==> config.mk <==
export PLATFORM = sky130hd
export DESIGN_NAME = mo_bfly_post_flat
export DESIGN_NICKNAME = d
export VERILOG_FILES = /design/src/rtl/mo_bfly_post_pkg.sv /design/src/rtl/mo_bfly_post_if.sv /design/src/rtl/mo_bfly_post_bfly_fifo.sv /design/src/rtl/mo_bfly_post.sv /design/src/flat_wrapper.sv
export SDC_FILE = /design/constraint.sdc
export NUM_CORES = 1
export LEC_CHECK = 0
export CAP_MARGIN = 20
export CORE_ASPECT_RATIO = 0.7
export CORE_MARGIN = 4
export CORE_UTILIZATION = 45
export CTS_CLUSTER_DIAMETER = 60
export DETAILED_ROUTE_END_ITERATION = 7
export PLACE_DENSITY = 0.67
export SLEW_MARGIN = 20
export SYNTH_ARGS = -nofsm -noshare
export SYNTH_HDL_FRONTEND = slang
export SYNTH_SLANG_ARGS = --single-unit
==> constraint.sdc <==
create_clock -name clk -period 4.4 [get_ports clk]
set_clock_uncertainty 0.1 [all_clocks]
set_input_delay 0.44 -clock clk [delete_from_list [all_inputs] [get_ports clk]]
set_output_delay 0.44 -clock clk [all_outputs]
set_load 0.01 [all_outputs]
==> src/rtl/mo_bfly_post_pkg.sv <==
// mo_bfly_post_pkg: shared NTT constants, coefficient/product types and modular normalisation
package mo_bfly_post_pkg;
  localparam int WIDTH = 12;
  localparam int Q = 3329;
  localparam int MUL_LAT = WIDTH;
  localparam int FIFO_DEPTH = 4;
  typedef logic [WIDTH-1:0] coeff_t;
  typedef logic signed [WIDTH:0] prod_t;
  localparam coeff_t QA = coeff_t'(Q);
  localparam prod_t QP = prod_t'(Q);
  localparam logic signed [WIDTH+1:0] QX = (WIDTH+2)'(Q);
  // folds x in -Q..2Q-1 into 0..Q-1 with a single conditional add or subtract
  function automatic coeff_t mod_norm(input logic signed [WIDTH+1:0] x);
    return x[WIDTH+1] ? coeff_t'(x + QX) : x >= QX ? coeff_t'(x - QX) : coeff_t'(x);
  endfunction
endpackage

==> src/rtl/mo_bfly_post_if.sv <==
// mo_bfly_post_if: launch and result handshakes around the butterfly post-processor
interface mo_bfly_post_if;
  import mo_bfly_post_pkg::*;
  logic in_valid;
  logic in_ready;
  coeff_t in_a;
  prod_t prod_in;
  logic out_valid;
  logic out_ready;
  coeff_t out_sum;
  coeff_t out_diff;
  modport slave (input in_valid, in_a, prod_in, out_ready, output in_ready, out_valid, out_sum, out_diff);
  modport master (output in_valid, in_a, prod_in, out_ready, input in_ready, out_valid, out_sum, out_diff);
endinterface

==> src/rtl/mo_bfly_post_bfly_fifo.sv <==
// bfly_fifo: first-word fall-through FIFO, power-of-two depth, accepts write while full if popping
module bfly_fifo #(
  parameter int DW = 24,
  parameter int DEPTH = 4
) (
  input  logic                      clk,
  input  logic                      rst_n,
  input  logic                      wr_i,
  input  logic [DW-1:0]             din_i,
  input  logic                      rd_i,
  output logic [DW-1:0]             dout_o,
  output logic                      full_o,
  output logic                      empty_o,
  output logic [$clog2(DEPTH):0]    count_o
);
  localparam int AW = $clog2(DEPTH);
  logic [DW-1:0] mem_q [DEPTH];
  logic [AW-1:0] wp_q, rp_q;
  logic [AW:0] cnt_q;
  logic do_rd, do_wr;
  assign do_rd = rd_i && !empty_o;
  assign do_wr = wr_i && (!full_o || do_rd);
  assign full_o = cnt_q == (AW+1)'(DEPTH);
  assign empty_o = cnt_q == '0;
  assign count_o = cnt_q;
  assign dout_o = mem_q[rp_q];
  always_ff @(posedge clk or negedge rst_n)
    if (!rst_n) begin
      for (int i = 0; i < DEPTH; i++) mem_q[i] <= '0;
      wp_q <= '0;
      rp_q <= '0;
      cnt_q <= '0;
    end else begin
      if (do_wr) mem_q[wp_q] <= din_i;
      wp_q <= wp_q + AW'(do_wr);
      rp_q <= rp_q + AW'(do_rd);
      cnt_q <= cnt_q + (AW+1)'(do_wr) - (AW+1)'(do_rd);
    end
endmodule

==> src/rtl/mo_bfly_post.sv <==
// mo_bfly_post: aligns a with the multiplier product, forms (a+p, a-p) mod Q, buffers under credit flow control
module mo_bfly_post
  import mo_bfly_post_pkg::*;
(
  input logic           clk,
  input logic           rst_n,
  mo_bfly_post_if.slave io
);
  localparam int CW = $clog2(FIFO_DEPTH + 1);
  localparam int AW = $clog2(FIFO_DEPTH);
  logic dl_v_q [MUL_LAT];
  coeff_t dl_a_q [MUL_LAT];
  logic [CW-1:0] credit_q, credit_d;
  logic accept, pop, fifo_full, fifo_empty;
  logic [AW:0] fifo_cnt;
  logic [2*WIDTH-1:0] fifo_dout;
  logic signed [WIDTH+1:0] a_x, p_x;
  coeff_t sum_n, diff_n;
  assign accept = io.in_valid && io.in_ready;
  assign pop = io.out_valid && io.out_ready;
  // credit is registered so in_ready never depends combinationally on out_ready
  assign io.in_ready = credit_q < CW'(FIFO_DEPTH);
  assign io.out_valid = !fifo_empty;
  assign io.out_sum = fifo_dout[2*WIDTH-1:WIDTH];
  assign io.out_diff = fifo_dout[WIDTH-1:0];
  always_comb begin
    a_x = {2'b00, dl_a_q[MUL_LAT-1]};
    p_x = {io.prod_in[WIDTH], io.prod_in};
    sum_n = mod_norm(a_x + p_x);
    diff_n = mod_norm(a_x - p_x);
    credit_d = credit_q + CW'(accept) - CW'(pop);
  end
  always_ff @(posedge clk or negedge rst_n)
    if (!rst_n) begin
      for (int i = 0; i < MUL_LAT; i++) begin
        dl_v_q[i] <= 1'b0;
        dl_a_q[i] <= '0;
      end
      credit_q <= '0;
    end else begin
      dl_v_q[0] <= accept;
      dl_a_q[0] <= io.in_a;
      for (int i = 1; i < MUL_LAT; i++) begin
        dl_v_q[i] <= dl_v_q[i-1];
        dl_a_q[i] <= dl_a_q[i-1];
      end
      credit_q <= credit_d;
    end
  bfly_fifo #(.DW(2*WIDTH), .DEPTH(FIFO_DEPTH)) u_fifo (
    .clk(clk), .rst_n(rst_n), .wr_i(dl_v_q[MUL_LAT-1]), .din_i({sum_n, diff_n}), .rd_i(pop),
    .dout_o(fifo_dout), .full_o(fifo_full), .empty_o(fifo_empty), .count_o(fifo_cnt)
  );
  a_no_overflow: assert property (@(posedge clk) disable iff (!rst_n) !(dl_v_q[MUL_LAT-1] && fifo_full && !pop));
  a_credit_covers: assert property (@(posedge clk) disable iff (!rst_n) fifo_cnt <= credit_q);
  a_a_range: assert property (@(posedge clk) disable iff (!rst_n) accept |-> io.in_a < QA);
  a_p_range: assert property (@(posedge clk) disable iff (!rst_n) dl_v_q[MUL_LAT-1] |-> (io.prod_in <= QP && io.prod_in >= -QP));
endmodule

==> src/flat_wrapper.sv <==
// flat-port wrapper written by rule: the top's interface ports become plain ports
module mo_bfly_post_flat import mo_bfly_post_pkg::*;
  (clk, rst_n, io_in_valid, io_in_a, io_prod_in, io_out_ready, io_in_ready, io_out_valid, io_out_sum, io_out_diff);
  mo_bfly_post_if io_i ();
  input logic clk;
  input logic rst_n;
  input wire logic [$bits(io_i.in_valid)-1:0] io_in_valid;
  input wire logic [$bits(io_i.in_a)-1:0] io_in_a;
  input wire logic [$bits(io_i.prod_in)-1:0] io_prod_in;
  input wire logic [$bits(io_i.out_ready)-1:0] io_out_ready;
  output wire logic [$bits(io_i.in_ready)-1:0] io_in_ready;
  output wire logic [$bits(io_i.out_valid)-1:0] io_out_valid;
  output wire logic [$bits(io_i.out_sum)-1:0] io_out_sum;
  output wire logic [$bits(io_i.out_diff)-1:0] io_out_diff;
  assign io_i.in_valid = io_in_valid;
  assign io_i.in_a = io_in_a;
  assign io_i.prod_in = io_prod_in;
  assign io_i.out_ready = io_out_ready;
  assign io_in_ready = io_i.in_ready;
  assign io_out_valid = io_i.out_valid;
  assign io_out_sum = io_i.out_sum;
  assign io_out_diff = io_i.out_diff;
  mo_bfly_post u_core (.clk(clk), .rst_n(rst_n), .io(io_i));
endmodule
==> metrics.md <==
| Metric | Value |
|---|---|
| Remaining antenna violation count | 0 |
| Category of cells accounting for the largest share of critical-path delay | compound AO/OA/AOI/OAI gates |
| Depth of the CTS H-tree | 1 |
| Post-layout nets | 1015 |
| Antenna violations before repair | 0 |
| Setup violation total in the final timing report | 0 |
| Int Pwr | 5.58 mW |
| Utilization of the core after routing | 54.6% |
| Endpoint kind of the worst setup timing path | register |
| Largest net degree at the start of global routing | 109 |
| Sequential cell area in the final layout | 6560 um^2 |
| Number of max-slew violations in the final report | 0 |
| Cts bufs inserted | 25 |
| Worst slew pin tran | 1130 ps |
| Result of the run | completed |
| Crit Path Max Fanout | 11 |
| Share of power burned in combinational logic | 33.4% |
| Post-route cell area | 13100 um^2 |
| Number of I/O port buffers | 54 |
| Most Frequent Cell on Critical Path | buf_4 |
| Die W | 196 um |
| Total half-perimeter wirelength after legalization and detailed placement | 15.5 mm |
| WL final | 22.4 mm |
| Clock Latency Late Sink | 530 ps |
| Placeable Area | 24000 um^2 |
| Multi-input gate area in the final layout | 4290 um^2 |
| Post-synth cell types | 73 |
| TritonCTS clock tree | yes |
| Fraction of the yosys area taken by sequential cells | 59.0% |
| Top FF cell, synth | dfrtp_1 |
| WP data arrival | 4160 ps |
| 1st-iter DRT viols | 515 |
| Placed cell area | 12300 um^2 |
| Peak supply drop | 337 uV |
| Headroom to the max-slew limit | 25.0% |
| Total number of clock tree sinks | 262 |
| Reg2reg start | u_core.a_x[0]$_DFF_PN0_ |
| Total congestion overflow after global routing | 0 |
| PnR worst setup slack | 514 ps |
| FMAX | 0.257 GHz |
| HP Start | io_in_a[8] |
| Cells after synthesis | 844 |
| Area growth from synthesis to layout | 17.9% |
| Clock power share | 25.1% |
| Start point of the critical path | io_prod_in[0] |
| Total Neg Setup Slack | 0 ps |
| Number of nets produced by synthesis | 914 |
| Post-Place Setup Slack | 28.3 ps |
| Via/cell ratio | 5.49 |
| Portion of total power attributed to sequential cells | 41.5% |
| Buffer type at the clock tree root | clkbuf_16 |
| Number of inserted filler cells in the final layout | 2034 |
| Initial Utilization | 46.3% |
| Number of global-route vias before repair | 7135 |
| Max-cap violations | 0 |
| Setup repair bufs after CTS | 0 |
| Share of synthesized registers carrying an async set or reset | 100% |
| Total power per unit cell area | 611 nW/um^2 |
| Clock-pin slew on the worst setup and hold paths | 60 ps |
| Number of failing hold endpoints at the final stage | 0 |
| DR DRC count | 0 |
| Global-route wire length before repair | 37.5 mm |
| Clock buffer depth | 3 |
| Routed length per placed instance | 17.5 um |
| Post-Synthesis Mean Instance Area | 13.2 um^2 |
| Hold/Removal Path Class | in2reg |
| I/O Pins | 55 |
| Area enclosed by the die boundary | 27300 um^2 |
| Cell-by-cell listing of the critical path | clkdlybuf4s50_1 > ha_1 > fa_1 > nor2b_1 > o21a_1 > o32a_1 > a2111o_1 > o311ai_0 > buf_4 > o41a_1 > o21ai_1 > xnor2_1 > buf_4 > a21oi_1 |
| Number of enable flip-flop cells after synthesis | 0 |
| Crit path launch type | input port |
| Total routing resource utilization after global routing | 16.6% |
| Overall via count from detail_route | 7041 |
| Height of the die | 139 um |
| CP Data Required Time | 4670 ps |
| Final worst-path cycle share | 88.3% |
| Diodes inserted | 0 |
| Flops & latches, synth | 262 |
| Cell area after synthesis | 11100 um^2 |
| Switching fraction of total power | 30.3% |
| First-pass iteration count of the detailed router | 5 |
| Start-to-end type of the worst setup path | in2reg |
| Cell with the biggest individual delay on the critical path | o41a_1 |
| Worst path buffer plus inverter count | 3 |
| Net switching component of the power | 2.43 mW |
| Std cell rows | 47 |
| Minimum clock period | 3890 ps |
| Layout cells sized above 1 | 21.1% |
| Placer Congestion | 0.886 |
| RSZ-0062 raised after global routing | no |
| Worst path max stage delay | 450 ps |
| Leak | 5.70 nW |
| Number of warnings printed during yosys synthesis | 0 |
metrics by stage:
step                instances  hold slack, ps  power (mW)
detailed placement       1235             235        6.06
floorplan                 844            44.4        4.96
global route             1282             219        8.52
finish                   1282             242        8.01
global placement         1235             232        5.99
CTS                      1282             220        8.12
synth_stat cells, drive strengths merged, types with 4 or more instances:
master	count	area (um^2)
ha	37	463
dfrtp	262	6560
xnor2	27	236
or3	10	62.6
mux4	24	541
a211oi	8	65.1
inv	37	139
a31oi	4	25.0
or4	4	30.0
nand2	47	176
a21oi	21	105
mux2i	6	60.1
fa	4	80.1
nor3	20	100
nand3	14	70.1
nand4	7	43.8
xor2	10	87.6
and3	6	37.5
mux2	72	811
nor2b	13	81.3
nor2	36	135
buf	10	51.3
clkbuf	22	82.6
nand2b	8	50.1
o21a	5	45.0
o211ai	7	57.6
o21ai	34	170
and2	5	31.3
nor4	10	62.6
o31ai	9	67.6
per-layer routing:
layer | share of wire [%] | wire [um] | GRT usage (%) | vias up
met2 | 43 | 9670 | 24.7 | 196
met4 | 1.8 | 395 | 3.38 | 0
met5 | 0 | 0 | 0 | -
met1 | 49 | 11000 | 25.8 | 3579
met3 | 6.0 | 1330 | 3.21 | 28
li1 | - | - | - | 3238
kinds of logic (layout without fill, tap and decap cells):
logic type / after synthesis / after routing / synth area share [%]
multiplexers: 102 / 102 / 12.7
AND/OR/NAND/NOR: 195 / 195 / 9.07
XOR/XNOR: 37 / 37 / 2.92
AO/OA/AOI/OAI: 138 / 138 / 8.99
adder cells (fa/ha/maj): 41 / 41 / 4.89
flip-flops: 262 / 262 / 59.0
buffers and inverters: 69 / 189 / 2.45
path summary, 6_finish.rpt:
check | endpoint | slack [ps] | cells after the start
min in group asynchronous | u_core.dl_a_q[59]$_DFF_PN0_ | 410 | 2
min | u_core.dl_a_q[140]$_DFF_PN0_ | 240 | 1
max in group asynchronous | u_core.dl_a_q[117]$_DFF_PN0_ | 2690 | 3
min reg2reg | u_core.dl_a_q[115]$_DFF_PN0_ | 240 | 0
max | u_core.u_fifo.mem_q[92]$_DFFE_PN0P_ | 510 | 14
max reg2reg | u_core.u_fifo.mem_q[92]$_DFFE_PN0P_ | 520 | 13
cell usage in the layout (no fill, tap or decap), types with 7 or more instances in the layout:
| cell type | netlist | final |
|---|---|---|
| xnor2_1 | 27 | 27 |
| nor2b_1 | 13 | 13 |
| dfrtp_1 | 262 | 262 |
| o31ai_1 | 9 | 9 |
| clkinv_2 | 0 | 8 |
| nand3_1 | 14 | 14 |
| nor4_1 | 10 | 10 |
| or3_1 | 10 | 10 |
| nor2_1 | 36 | 36 |
| clkbuf_16 | 0 | 25 |
| nand2_1 | 47 | 47 |
| nand2b_1 | 8 | 8 |
| clkdlybuf4s50_1 | 0 | 53 |
| nand4_1 | 7 | 7 |
| inv_1 | 37 | 37 |
| a211oi_1 | 7 | 7 |
| mux2_2 | 72 | 72 |
| ha_1 | 37 | 37 |
| a21oi_1 | 21 | 21 |
| xor2_1 | 10 | 10 |
| mux4_2 | 24 | 24 |
| nor3_1 | 20 | 19 |
| o21ai_0 | 31 | 31 |
| buf_4 | 2 | 50 |
power by group through the flow:
stage | Combinational (mW) | Clock, mW | Sequential, mW
6_report | 2.67 | 2.01 | 3.33
5_1_grt | 2.93 | 2.18 | 3.41
4_1_cts | 2.71 | 2.07 | 3.33
3_5_place_dp | 2.69 | 0 | 3.37
3_3_place_gp | 2.64 | 0 | 3.35
2_1_floorplan | 1.74 | 0 | 3.22
registers in the layout, summed over array words and instances (netlist names):
name                   flops
u_core.a_x                12
u_core.u_fifo.mem_q       96
u_core.u_fifo.count_o      3
u_core.dl_a_q            132
u_core.u_fifo.rp_q         2
u_core.u_fifo.wp_q         2
u_core.credit_q            3
u_core.dl_v_q             12
worst reg2reg max path, stage by stage, from the launching register on:
cell,delay (ps)
dfrtp_1,380
ha_1,210
fa_1,390
nor2b_1,180
o21a_1,190
o32a_1,390
a2111o_1,370
o311ai_0,130
buf_4,190
o41a_1,450
o21ai_1,160
xnor2_1,310
buf_4,210
a21oi_1,60
cell type report:
type / instances / area share, %
Clock buffer: 33 / 5.16
Timing Repair Buffer: 106 / 7.26
Sequential cell: 262 / 50.0
Inverter: 37 / 1.06
Multi-Input combinational cell: 513 / 32.8
Tap cell: 318 / 3.04
Clock inverter: 13 / 0.707
timing repair:
action                                  CTS  global route
endpoints found under the hold margin   105             0
endpoints found under the setup margin    0             0
hold buffers                              1             0
resized for setup                         0             0
Note: power is estimated with default switching activity, not from simulation.
